$ cat src/rtl/multdiv_issue.sv
// multdiv_issue: requester side of the multiplier/divider handshake.
// Accepts one mult/div op from execute, holds its operands, pulses the
// unit's start control, stalls the pipeline until RDY or a timeout, and
// then issues a single register-file writeback (result or exception code).
module multdiv_issue #(
   parameter int WIDTH         = 32,
   parameter int TIMEOUT       = 40,
   parameter int RSTATUS_REG   = 30,
   parameter int MULT_EXC_CODE = 4,
   parameter int DIV_EXC_CODE  = 5
) (
   input  logic             clock,
   input  logic             reset,
   input  logic             issue_valid,
   input  logic             issue_is_div,
   input  logic [WIDTH-1:0] issue_a,
   input  logic [WIDTH-1:0] issue_b,
   input  logic [4:0]       issue_rd,
   output logic             busy,
   output logic             ctrl_MULT,
   output logic             ctrl_DIV,
   output logic [WIDTH-1:0] op_A,
   output logic [WIDTH-1:0] op_B,
   input  logic [WIDTH-1:0] data_result,
   input  logic             data_exception,
   input  logic             data_resultRDY,
   output logic             wb_valid,
   output logic [4:0]       wb_rd,
   output logic [WIDTH-1:0] wb_data
);

   // Counter must reach TIMEOUT exactly.
   localparam int CW = $clog2(TIMEOUT + 1);

   localparam logic [1:0] S_IDLE   = 2'd0;
   localparam logic [1:0] S_LAUNCH = 2'd1;
   localparam logic [1:0] S_WAIT   = 2'd2;
   localparam logic [1:0] S_DONE   = 2'd3;

   localparam logic [CW-1:0]    TO_CNT   = CW'(TIMEOUT);
   localparam logic [4:0]       RSTAT_RD = 5'(RSTATUS_REG);
   localparam logic [WIDTH-1:0] MULT_EXC = WIDTH'(MULT_EXC_CODE);
   localparam logic [WIDTH-1:0] DIV_EXC  = WIDTH'(DIV_EXC_CODE);

   logic [1:0]       state_q, state_d;
   logic [CW-1:0]    cnt_q, cnt_d;
   logic [WIDTH-1:0] op_a_q, op_a_d;
   logic [WIDTH-1:0] op_b_q, op_b_d;
   logic [4:0]       rd_q, rd_d;
   logic             div_q, div_d;
   logic             ctrl_mult_q, ctrl_mult_d;
   logic             ctrl_div_q, ctrl_div_d;
   logic             wb_valid_q, wb_valid_d;
   logic [4:0]       wb_rd_q, wb_rd_d;
   logic [WIDTH-1:0] wb_data_q, wb_data_d;
   logic             exc;

   // Next-state, operand latch, start pulses and writeback formation.
   always_comb begin
      state_d     = state_q;
      cnt_d       = cnt_q;
      op_a_d      = op_a_q;
      op_b_d      = op_b_q;
      rd_d        = rd_q;
      div_d       = div_q;
      ctrl_mult_d = 1'b0;
      ctrl_div_d  = 1'b0;
      wb_valid_d  = 1'b0;
      wb_rd_d     = '0;
      wb_data_d   = '0;
      exc         = 1'b0;
      case (state_q)
         S_IDLE: begin
            if (issue_valid) begin
               op_a_d      = issue_a;
               op_b_d      = issue_b;
               rd_d        = issue_rd;
               div_d       = issue_is_div;
               // Registered start pulse lands exactly in the LAUNCH cycle.
               ctrl_div_d  = issue_is_div;
               ctrl_mult_d = ~issue_is_div;
               state_d     = S_LAUNCH;
            end
         end
         S_LAUNCH: begin
            // RDY here is a leftover from a previous op; deliberately ignored.
            cnt_d   = CW'(1);
            state_d = S_WAIT;
         end
         S_WAIT: begin
            if (data_resultRDY || (cnt_q == TO_CNT)) begin
               // RDY beats a simultaneous timeout; a timeout is an exception.
               exc     = data_resultRDY ? data_exception : 1'b1;
               state_d = S_DONE;
               if (exc) begin
                  wb_valid_d = 1'b1;
                  wb_rd_d    = RSTAT_RD;
                  wb_data_d  = div_q ? DIV_EXC : MULT_EXC;
               end else if (rd_q != 5'd0) begin
                  wb_valid_d = 1'b1;
                  wb_rd_d    = rd_q;
                  wb_data_d  = data_result;
               end
            end else begin
               cnt_d = cnt_q + 1'b1;
            end
         end
         S_DONE: begin
            // issue_valid here is the op being released, not a new one.
            cnt_d   = '0;
            state_d = S_IDLE;
         end
         default: begin
            cnt_d   = '0;
            state_d = S_IDLE;
         end
      endcase
   end

   // State and output registers; synchronous reset wins over everything.
   always_ff @(posedge clock) begin
      if (reset) begin
         state_q     <= S_IDLE;
         cnt_q       <= '0;
         op_a_q      <= '0;
         op_b_q      <= '0;
         rd_q        <= '0;
         div_q       <= 1'b0;
         ctrl_mult_q <= 1'b0;
         ctrl_div_q  <= 1'b0;
         wb_valid_q  <= 1'b0;
         wb_rd_q     <= '0;
         wb_data_q   <= '0;
      end else begin
         state_q     <= state_d;
         cnt_q       <= cnt_d;
         op_a_q      <= op_a_d;
         op_b_q      <= op_b_d;
         rd_q        <= rd_d;
         div_q       <= div_d;
         ctrl_mult_q <= ctrl_mult_d;
         ctrl_div_q  <= ctrl_div_d;
         wb_valid_q  <= wb_valid_d;
         wb_rd_q     <= wb_rd_d;
         wb_data_q   <= wb_data_d;
      end
   end

   // Stall from the accept cycle through the last WAIT cycle; DONE releases.
   always_comb begin
      busy = ((state_q == S_IDLE) && issue_valid) ||
             (state_q == S_LAUNCH) || (state_q == S_WAIT);
   end

   assign ctrl_MULT = ctrl_mult_q;
   assign ctrl_DIV  = ctrl_div_q;
   assign op_A      = op_a_q;
   assign op_B      = op_b_q;
   assign wb_valid  = wb_valid_q;
   assign wb_rd     = wb_rd_q;
   assign wb_data   = wb_data_q;

endmodule

$ cat config.mk
export PLATFORM = sky130hd
export DESIGN_NAME = multdiv_issue
export DESIGN_NICKNAME = d
export VERILOG_FILES = /design/src/rtl/multdiv_issue.sv
export SDC_FILE = /design/constraint.sdc
export NUM_CORES = 1
export LEC_CHECK = 0
export BUFFER_PORTS_ARGS = -buffer_cell sky130_fd_sc_hd__clkbuf_2
export CAP_MARGIN = 20
export CELL_PAD_IN_SITES_DETAIL_PLACEMENT = 0
export CELL_PAD_IN_SITES_GLOBAL_PLACEMENT = 1
export CORE_ASPECT_RATIO = 1.1
export CORE_MARGIN = 10
export CORE_UTILIZATION = 31
export DETAILED_ROUTE_END_ITERATION = 8
export GPL_TIMING_DRIVEN = 0
export PLACE_DENSITY = 0.89
export RECOVER_POWER = 50
export SLEW_MARGIN = 20
export SYNTH_ARGS = -nofsm -noshare
export SYNTH_HDL_FRONTEND = slang
export SYNTH_SLANG_ARGS = --single-unit
export TNS_END_PERCENT = 10
$ cat constraint.sdc
create_clock -name clock -period 2 [get_ports clock]
set_input_delay 0.1 -clock clock [delete_from_list [all_inputs] [get_ports clock]]
set_output_delay 0.1 -clock clock [all_outputs]
set_load 0.02 [all_outputs]
### After elaboration in Yosys (flattened, before gate mapping)

Index checks and enable logic that the tools add are counted.

| word-level totals | value |
|---|---|
| word-level logic and storage cells | 52 |
| output and inout bits | 105 |
| input bits | 107 |
| flip-flop bits (word level) | 118 |

| cells by class | value |
|---|---|
| bitwise gates (word level) | 6 |
| add/subtract/negate cells | 1 |
| reductions and logical operators | 13 |
| equality and inequality tests | 7 |
| multiplexer cells | 13 |

Operators by type and width:

| cell | count |
|---|---|
| 32-bit two-way mux | 2 |
| 6-bit one-hot mux with 3 select lines | 1 |
| 5-bit two-way mux | 2 |
| 2-bit one-hot mux with 4 select lines | 1 |
| 6-bit by 1-bit adder with 6-bit output, second input constant | 1 |
| 6-bit == test, second input constant | 1 |
| 6-bit two-way mux | 1 |
| 2-bit != test, second input constant | 3 |
| 1-bit inverter | 6 |
| 2-bit AND reduction | 3 |
| 3-bit OR reduction | 2 |
| 5-bit nonzero test | 1 |
| 5-bit OR reduction | 1 |
| 2-bit == test, second input constant | 2 |
| 1-bit two-way mux | 4 |
| 2-bit two-way mux | 2 |
| 1-bit logical OR | 3 |
| 3-bit nonzero test | 1 |
| 2-bit by 1-bit == test with 1-bit output, second input constant | 1 |
| 2-bit zero test | 1 |
| 1-bit logical AND | 1 |

### Logic depth before layout (Yosys ltp)

Gate-level depths: netlist of run 1.

| logic depth | value |
|---|---|
| word-level depth | 4 |
| depth in mapped cells | 7 |
| gate-level depth less buffers | 6 |

### Worst setup path before layout of run 1

Ideal clock, no wire load.

| timing path | value |
|---|---|
| path kind | register -> register |
| start point | register state_q[0] |
| end point | register cnt_q[5] |
| buffers on the path | 1 |
| stages on the path, launching flop included | 7 |
| slack | 409 ps |
| library setup time | 70 ps |
| period minus slack after synthesis | 1591 ps |
| required time | 1930 ps |
| arrival | 1521 ps |
| cells stage by stage | dfxtp_1 -> inv_1 -> ha_1 -> clkbuf_2 -> nand2b_4 -> or4_1 -> a21oi_1 |

| on the way | value |
|---|---|
| longest elaborated chain between the ends | 3 |
| elaborated cells on any way between the ends | 7 |
| those cells by class | eq/ne: 4; mux: 1; reduce/logical: 2 |

RTL lines:

| element | line | text |
|---|---|---|
| start, declared | 45 | `logic [1:0] state_q, state_d;` |
| start signal, assigned | 135 | `state_q <= state_d;` |
| 2-bit == test / 2-bit by 1-bit == test with 1-bit output (equally long branches) | 72 | `case (state_q)` |
| 2-bit != test (no source line) / 3-bit nonzero test (equally long branches) | -- |  |
| 2-bit AND reduction (no source line) | -- |  |
| end signal, assigned | 136 | `cnt_q <= cnt_d;` |
| end, declared | 46 | `logic [CW-1:0] cnt_q, cnt_d;` |

Parallel ways exist; a longest one is shown, timed or not.
A chain may end at the register's enable or synchronous reset.

### Final worst setup path of run 1

| timing path | value |
|---|---|
| start point | register state_q[0] |
| end point | output busy |

| on the way | value |
|---|---|
| longest elaborated chain between the ends | 4 |
| elaborated cells on any way between the ends | 6 |
| those cells by class | eq/ne: 2; reduce/logical: 4 |

RTL lines:

| element | line | text |
|---|---|---|
| 2-bit zero test | 151 | `busy = ((state_q == S_IDLE) && issue_valid) \|\|` |
| 1-bit logical AND | 151 |  |
| 1-bit logical OR | 151 |  |
| 1-bit logical OR (*) | 152 | `(state_q == S_LAUNCH) \|\| (state_q == S_WAIT);` |
| end, declared | 19 | `output logic busy,` |

Mark *: on every way between the ends. The rest lies on a longest branch, timed or not.

==> results of run 1 <==
[synthesized netlist by cell type]
library cell | n | area, um^2
a2111oi_2 | 1 | 15.0
a21o_1 | 2 | 15.0
a21oi_1 | 80 | 400
a21oi_4 | 1 | 16.3
a31oi_1 | 1 | 6.26
and2_1 | 32 | 200
and3b_4 | 1 | 12.5
buf_2 | 5 | 25.0
buf_4 | 1 | 7.51
clkbuf_1 | 22 | 82.6
clkbuf_2 | 3 | 15.0
dfxtp_1 | 118 | 2360
ha_1 | 7 | 87.6
inv_1 | 6 | 22.5
mux2i_1 | 1 | 10.0
nand2_1 | 147 | 552
nand2b_1 | 4 | 25.0
nand2b_4 | 1 | 13.8
nand3_1 | 3 | 15.0
nand3b_1 | 3 | 22.5
nand4b_1 | 2 | 17.5
nor2_1 | 15 | 56.3
nor2b_1 | 4 | 25.0
nor3_1 | 5 | 25.0
nor3_2 | 1 | 10.0
nor3b_1 | 1 | 7.51
o21a_1 | 2 | 15.0
o21ai_0 | 2 | 10.0
or2_1 | 1 | 6.26
or3_1 | 1 | 6.26
or3b_2 | 1 | 8.76
or4_1 | 1 | 7.51
[per-stage QoR]
step | cells | hold slack (ns) | setup WS, ns | power [mW] | utilization [%]
CTS | 981 | 0.112 | 0.00895 | 8.16 | 53.2
floorplan | 475 | 0.179 | 0.409 | 4.28 | -
global route | 982 | 0.163 | 0.00708 | 8.47 | 52.1
detailed placement | 846 | 0.302 | 0.0980 | 5.04 | 40.9
global placement | 846 | 0.299 | 0.109 | 5.02 | 40.9
finish | 982 | 0.140 | 0.138 | 7.97 | 52.1
[power by group through the flow]
stage,Clock (mW),Sequential (mW),Combinational (mW)
6_report,2.90,2.87,2.20
2_1_floorplan,0,3.24,1.04
5_1_grt,3.09,2.91,2.47
4_1_cts,2.99,2.86,2.31
3_5_place_dp,0,2.91,2.13
3_3_place_gp,0,2.90,2.12
[cell type report]
class | count | area [um^2]
Antenna cell | 1 | 2.50
Buffer | 30 | 125
Clock buffer | 18 | 429
Clock inverter | 14 | 143
Fill cell | 1267 | 6270
Inverter | 6 | 22.5
Multi-Input combinational cell | 320 | 1580
Sequential cell | 118 | 2360
Tap cell | 161 | 201
Timing Repair Buffer | 314 | 1960
[routing by layer]
metal  GRT usage, %  wire, um  up-vias
met3           5.18      1190       30
met2           28.2      7520      151
met4           8.65       474        0
li1               -         -     2200
met5              0         0        -
met1           16.1      5470     1973
[state kept, by name (all words and copies together), names as in the netlist]
| register | flops |
|---|---|
| cnt_q | 6 |
| ctrl_DIV | 1 |
| ctrl_MULT | 1 |
| div_q | 1 |
| op_A | 32 |
| op_B | 32 |
| rd_q | 5 |
| state_q | 2 |
| wb_data | 32 |
| wb_rd | 5 |
| wb_valid | 1 |
[logic make-up (layout without fill, tap and decap cells)]
family | Yosys count | in the layout | share of synthesized area, %
and+or+nand+nor | 223 | 223 | 24.6
DFF | 118 | 118 | 57.6
AOI/OAI and AO/OA | 89 | 89 | 11.7
buffers and inverters | 37 | 382 | 3.72
adders and majority gates | 7 | 7 | 2.14
muxes | 1 | 1 | 0.244
other | 0 | 1 | 0
[worst max path at each step]
stage                     from        to  cells past startpoint
finish              state_q[0]      busy                      5
global route        state_q[0]  op_A[17]                      6
CTS                 state_q[0]      busy                      5
detailed placement  state_q[0]   op_A[1]                      7
global placement    state_q[0]  op_A[24]                      7
floorplan           state_q[0]  cnt_q[5]                      6
[critical path, cell delays in order, from the launching register on]
cell,delay (ns)
dfxtp_2,0.35
inv_1,0.08
ha_1,0.24
and2_4,0.21
or3_1,0.30
buf_2,0.17
[what timing repair did]
item	CTS	global route
setup endpoints to repair	1	48
hold buffers	104	0
endpoints found under the hold margin	105	0
resized for setup	2	5
cloned	0	0
==> flow_summary.ini, run 1 <==
[power_and_ir_drop]
sw_frac_of_total_pct = 34.9
p_switching_mw = 2.78
comb_power_share_pct = 27.6
p_int_mw = 5.19
ir_worst_vdd_mv = 0.591
leakagePower_nw = 2.86
pwr-share-seq_pct = 36.0
powerDensity_mw_per_mm2 = 1170
clkPwrFrac_pct = 36.4

[cts]
cts_max_level = 4
cts_tree = done
cts.path.max_buffers = 2
clkTransAtPathRegs_ns = 0.06
postCtsSetupBuffers = 0
cts-root-buf = clkbuf_16
cts.sinks = 118
clk_latency_ns = 0.41
cts_buffers = 17

[outcome]
status = completed

[yosys]
synthesis.area_mm2 = 0.00410
avgSynthCellArea_um2 = 8.63
syn_nets = 589
ys_seq_elements = 118
synth_cell_type_count = 32
synthCells = 475
ys_seq_area_share_pct = 57.6
ys_warn_count = 0

[global_route]
grt_antenna_before_repair = 1
grt_pass1_vias = 4483
grt_max_degree = 17
gr-total-overflow = 0
grt_usage_pct = 15.9
grt_pass1_wl_um = 23000

[floorplan]
core-area_mm2 = 0.0131
die_h_um = 141
dieWidth_um = 130
ios = 212
initial_core_util_pct = 31.3
rows = 44
dieArea_mm2 = 0.0182

[worst_setup_path]
worst-r2r-cell-count = 6
required_ns = 1.90
critPathArrivalTime_ns = 1.76
critPathKind = reg2out
reg2reg_slack_ns = 0.19
cp_max_fo = 8
r2r_end = cnt_q[5]
worst_setup_path_end_kind = output port
reg2reg_from = state_q[0]
startpoint_type = flop

[cells_and_area]
fin_area_mm2 = 0.00683
mostFrequentLayoutCell = nand2_1
final_net_count = 921
drive_above_1_share_pct = 18.7
syn_to_final_growth_pct = 66.6
layout_common_cells = nand2_1 (147), clkbuf_1 (127), dfxtp_1 (116), clkbuf_2 (108), dlygate4sd3_1 (104)

[sta]
slew_viol_final = 0
rsz0062_at_grt = no
fmax_ghz = 0.537
setup_tns_ns = 0
period_needed_ns = 1.86
worstMarginPinSlew_ns = 0.534
slew-limit-headroom_pct = 64.4
finalCritPeriodShare_pct = 93.1
finalHoldViolCount = 0
skew_ns = 0.00683
finalSetupViolCount = 0

[min_path]
hp-class = in2reg
min_to = cnt_q[2]
hp-start = data_resultRDY
hold_depth = 4

[drt]
wl_per_cell_um = 14.9
drc = 0
ant_nets = 0
first_pass_iters = 4
wirelength_um = 14700
routed_via_density = 4.43
drt_iter0_drc = 154
vias = 4354

[placement]
postPlaceCellArea_mm2 = 0.00535
dpl.hpwl_um = 9730
gp_congestion = 0.794
port_buffers = 210

[job]
maxCapViolations = 0
(Power assumes the default switching activity.)
==> inputs of run 2 (changes only) <==
--- a/config.mk
+++ b/config.mk
@@ -16,7 +16,6 @@
 export GPL_TIMING_DRIVEN = 0
 export PLACE_DENSITY = 0.89
 export RECOVER_POWER = 50
-export SLEW_MARGIN = 20
 export SYNTH_ARGS = -nofsm -noshare
 export SYNTH_HDL_FRONTEND = slang
 export SYNTH_SLANG_ARGS = --single-unit
==> constraint.sdc (replaced) <==
create_clock -name clock -period 2 [get_ports clock]
set_input_delay 0.1 -clock clock [delete_from_list [all_inputs] [get_ports clock]]
set_output_delay 0.1 -clock clock [all_outputs]
set_load 0.01 [all_outputs]
==> run 2 against run 1 <==
  * Clock-buffer cell count did not move
  * Largest cell class unchanged
  * Via count rose by 0.11%
  * Worst setup slack got worse by 0.026 ns
  * Largest power group unchanged
==> flow_summary.ini, run 2 (synthesis results as in run 1) <==
[power_and_ir_drop]
comb_power_share_pct = 25.8
powerDensity_mw_per_mm2 = 1140
leakagePower_nw = 2.90
p_int_mw = 5.21
pwr-share-seq_pct = 36.9
ir_worst_vdd_mv = 0.592
p_switching_mw = 2.56
clkPwrFrac_pct = 37.3
sw_frac_of_total_pct = 33.0
fin_total_pwr_mw = 7.78

[cells_and_area]
final_net_count = 921
drive_above_1_share_pct = 20.0
fin_area_mm2 = 0.00685
final_util_pct = 52.3
fin_cells = 982
mostFrequentLayoutCell = nand2_1
layout_common_cells = nand2_1 (147), clkbuf_2 (119), dfxtp_1 (117), clkbuf_1 (114), dlygate4sd3_1 (104)
syn_to_final_growth_pct = 67.1

[worst_setup_path]
crit_start = state_q[1]
reg2reg_from = state_q[1]
worst_setup_path_end_kind = output port
critPathKind = reg2out
required_ns = 1.90
cp_max_fo = 8
startpoint_type = flop
critPathArrivalTime_ns = 1.79

[cts]
postCtsSetupBuffers = 0
clk_latency_ns = 0.41
cts.path.max_buffers = 2
cts_buffers = 17
cts.sinks = 118
cts_tree = done
clkTransAtPathRegs_ns = 0.05
cts-root-buf = clkbuf_16
cts_max_level = 4

[sta]
rsz0062_at_grt = yes
fmax_ghz = 0.530
finalHoldViolCount = 0
setup_tns_ns = 0
slew_viol_final = 0
skew_ns = 0.00708
worstMarginPinSlew_ns = 0.536
finalCritPeriodShare_pct = 94.4
finalWorstSetupSlack_ns = 0.112
finalSetupViolCount = 0
slew-limit-headroom_pct = 64.3
timing.hold.ws_ns = 0.141
period_needed_ns = 1.89

[job]
maxCapViolations = 0

[min_path]
hp-class = in2reg
hp-start = issue_valid

[placement]
dpl.hpwl_um = 9730
dp_cells = 846
gp_congestion = 0.794
port_buffers = 210
dpl_worst_slack_ns = 0.0980
postPlaceCellArea_mm2 = 0.00535

[drt]
routed_via_density = 4.44
drc = 0
ant_nets = 0
vias = 4359
drt_iter0_drc = 172
first_pass_iters = 4
wirelength_um = 14700
wl_per_cell_um = 14.9

[floorplan]
dieWidth_um = 130
dieArea_mm2 = 0.0182
ios = 212
die_h_um = 141
initial_core_util_pct = 31.3
core-area_mm2 = 0.0131
rows = 44

[outcome]
status = completed

[global_route]
grt_max_degree = 17
grt_usage_pct = 15.9
gr-total-overflow = 0
grt_pass1_wl_um = 23000
grt_pass1_vias = 4483
grt_antenna_before_repair = 1
[run 2: cell types whose count changed in the layout (fill, tap and decap cells not counted)]
cell / delta
dfxtp_2: -1
clkbuf_2: +11
nand2b_4: +1
buf_1: +2
dfxtp_1: +1
nand2b_1: -1
clkbuf_1: -13
[run 2: layer usage]
layer | GRT usage [%] | routed length, um | vias up
met5 | 0 | 0 | -
met4 | 8.65 | 488 | 0
met3 | 5.18 | 1150 | 32
met2 | 28.2 | 7490 | 148
met1 | 16.1 | 5530 | 1977
li1 | - | - | 2202
[run 2: path summary, 6_finish.rpt]
kind	to	slack (ns)	cells after the start
worst min register to register	op_A[14]	0.45	2
worst max-delay path	busy	0.11	5
worst min-delay path	state_q[0]	0.14	4
worst max register to register	op_A[4]	0.17	6
[run 2: area by class of cell]
type | instances | area (um^2)
fillers | 1260 | 6250
flip-flops and latches | 118 | 2360
repair buffers | 314 | 1970
multi-input cells | 320 | 1590
clock buffers | 18 | 429
well taps | 161 | 201
clock inverters | 14 | 143
plain buffers | 30 | 128
inverters | 6 | 22.5
diodes | 1 | 2.50
[run 2: critical path, stage by stage (launching register included)]
cell      delay [ns]
dfxtp_1         0.39
inv_1           0.10
ha_1            0.23
and2_4          0.21
or3_1           0.30
clkbuf_2        0.15
[run 2: power by group through the flow]
stage | registers (mW) | logic [mW] | clock network [mW]
finish | 2.87 | 2.01 | 2.90
global route | 2.91 | 2.28 | 3.09
CTS | 2.86 | 2.09 | 2.99
detailed placement | 2.91 | 1.91 | 0
global placement | 2.90 | 1.90 | 0
floorplan | 3.03 | 1.02 | 0
[run 2: what timing repair did]
item | 4_1_cts | 5_1_grt
pin swaps | 0 | 0
endpoints found under the hold margin | 105 | 0
setup endpoints to repair | 1 | 48
hold buffers | 104 | 0
gates cloned | 0 | 0
gates resized for setup | 2 | 5
==> inputs of run 3 (changes only) <==
--- a/config.mk
+++ b/config.mk
@@ -14,6 +14,7 @@
 export CORE_UTILIZATION = 31
 export DETAILED_ROUTE_END_ITERATION = 8
 export GPL_TIMING_DRIVEN = 0
+export MAX_ROUTING_LAYER = met4
 export PLACE_DENSITY = 0.89
 export RECOVER_POWER = 50
 export SYNTH_ARGS = -nofsm -noshare
==> run 3 against run 2 <==
  * Final cell count stayed put
  * Fmax is 2.0% higher
  * Cell area is 0.29% lower
  * Sequential share of layout area is 0.12 points higher
  * Wire length is 0.20% higher
  * Die area stayed put
  * Power is 0.19% lower
  * Critical path depth stayed put
  * Worst hold slack worse by 0.0040 ns
  * Global-route usage is 0.52 points higher
  * Critical endpoint unchanged
==> flow_summary.ini, run 3 (synthesis results as in run 1) <==
[drt]
ant_nets = 0
vias = 4360
first_pass_iters = 6
drt_iter0_drc = 179
drc = 0
routed_via_density = 4.44
wl_per_cell_um = 15.0
wirelength_um = 14700

[global_route]
grt_util_met3_pct = 4.54
grt_pass1_wl_um = 23100
top_usage_layer = met2
grt_pass1_vias = 4468
gr-usage-met1_pct = 17.0
grt_usage_pct = 16.5
grtUsageMet2_pct = 28.1
gr-total-overflow = 0
grt_max_degree = 17
grt_antenna_before_repair = 1

[power_and_ir_drop]
powerDensity_mw_per_mm2 = 1140
sw_frac_of_total_pct = 33.2
clkPwrFrac_pct = 37.6
comb_power_share_pct = 25.5
p_int_mw = 5.19
pwr-share-seq_pct = 37.0
p_switching_mw = 2.57
ir_worst_vdd_mv = 0.591
leakagePower_nw = 2.86

[cells_and_area]
fin_area_mm2 = 0.00683
mostFrequentLayoutCell = nand2_1
n_fill_cell = 1267
syn_to_final_growth_pct = 66.6
multi_input_area_mm2 = 0.00158
layout_common_cells = nand2_1 (147), clkbuf_1 (127), dfxtp_1 (116), clkbuf_2 (109), dlygate4sd3_1 (104)
final_net_count = 921
fin_cells = 982
regArea_mm2 = 0.00236
drive_above_1_share_pct = 18.7

[sta]
fmax_ghz = 0.540
rsz0062_at_grt = no
finalSetupViolCount = 0
worstMarginPinSlew_ns = 0.534
period_needed_ns = 1.85
skew_ns = 0.00995
setup_tns_ns = 0
finalCritPeriodShare_pct = 92.5
slew-limit-headroom_pct = 64.4
finalHoldViolCount = 0
slew_viol_final = 0

[cts]
cts_max_level = 4
cts.sinks = 118
clkTransAtPathRegs_ns = 0.05
postCtsSetupBuffers = 0
cts-root-buf = clkbuf_16
clk_latency_ns = 0.42
cts_tree = done
cts.path.max_buffers = 2
cts_buffers = 17

[job]
maxCapViolations = 0

[worst_setup_path]
cpMaxStageDelayCell = dfxtp_2
critPathKind = reg2out
critPathArrivalTime_ns = 1.75
crit_chain = inv_1 -> ha_1 -> and2_4 -> or3_1 -> clkbuf_2
worst-r2r-cell-count = 6
cp_max_fo = 8
worst_setup_path_end_kind = output port
slowest_delay_ns = 0.35
required_ns = 1.90
startpoint_type = flop

[placement]
gp_congestion = 0.805
port_buffers = 210
dpl.hpwl_um = 9730
dp_cells = 846
postPlaceCellArea_mm2 = 0.00535

[min_path]
hp-class = in2reg
hold_depth = 4

[floorplan]
rows = 44
initial_core_util_pct = 31.3
ios = 212
dieArea_mm2 = 0.0182
core-area_mm2 = 0.0131
dieWidth_um = 130
die_h_um = 141

[outcome]
status = completed
run 3: changes by cell type in the layout (fill, tap and decap cells not counted), sizes merged:
cell    delta
buf        -3
clkbuf     +3
run 3: path summary, 6_finish.rpt:
kind,from,to,slack [ns]
max,state_q[0],busy,0.15
min,issue_valid,state_q[0],0.14
max reg2reg,state_q[0],cnt_q[5],0.20
min reg2reg,op_B[27],op_B[27],0.45
run 3: worst max-delay path, delay by kind of cell (launching register included):
family,cells,cell delay (ns)
buffers and inverters,2,0.23
and+or+nand+nor,2,0.52
DFF,1,0.35
adders and majority gates,1,0.24
run 3: layout make-up:
class | instances | share of cell area, %
timing repair buffer | 314 | 28.7
antenna | 1 | 0.0366
tap | 161 | 2.95
buffer | 30 | 1.83
clock inverter | 14 | 2.09
inverter | 6 | 0.330
sequential | 118 | 34.6
clock buffer | 18 | 6.28
multi-input combinational | 320 | 23.2
run 3: metal layers:
| metal | share of wire, % | vias to the layer above | routed length [um] |
|---|---|---|---|
| met1 | 39 | 1977 | 5700 |
| met2 | 52 | 153 | 7580 |
| met4 | 2.9 | 0 | 430 |
| met5 | 0 | - | 0 |
| li1 | - | 2200 | - |
| met3 | 6.6 | 30 | 974 |
run 3: stage by stage:
step / setup slack (ns) / power, mW / hold WS (ns) / util (%)
CTS: 0.0366 / 7.94 / 0.112 / 53.2
detailed placement: 0.0980 / 4.82 / 0.302 / 40.9
global route: 0.00705 / 8.26 / 0.158 / 52.1
floorplan: 0.409 / 4.05 / 0.179 / -
global placement: 0.109 / 4.80 / 0.299 / 40.9
finish: 0.149 / 7.76 / 0.137 / 52.1
run 3: power by group through the flow:
stage | Sequential, mW | Combinational (mW) | Clock (mW)
finish | 2.87 | 1.98 | 2.92
global route | 2.91 | 2.24 | 3.11
CTS | 2.86 | 2.09 | 2.99
detailed placement | 2.91 | 1.91 | 0
global placement | 2.90 | 1.90 | 0
floorplan | 3.03 | 1.02 | 0
run 3: timing repair:
item / CTS / global route
hold buffers: 104 / 0
setup endpoints to repair: 1 / 48
resized for setup: 2 / 4
hold endpoints to repair: 105 / 0
pin swaps: 0 / 0
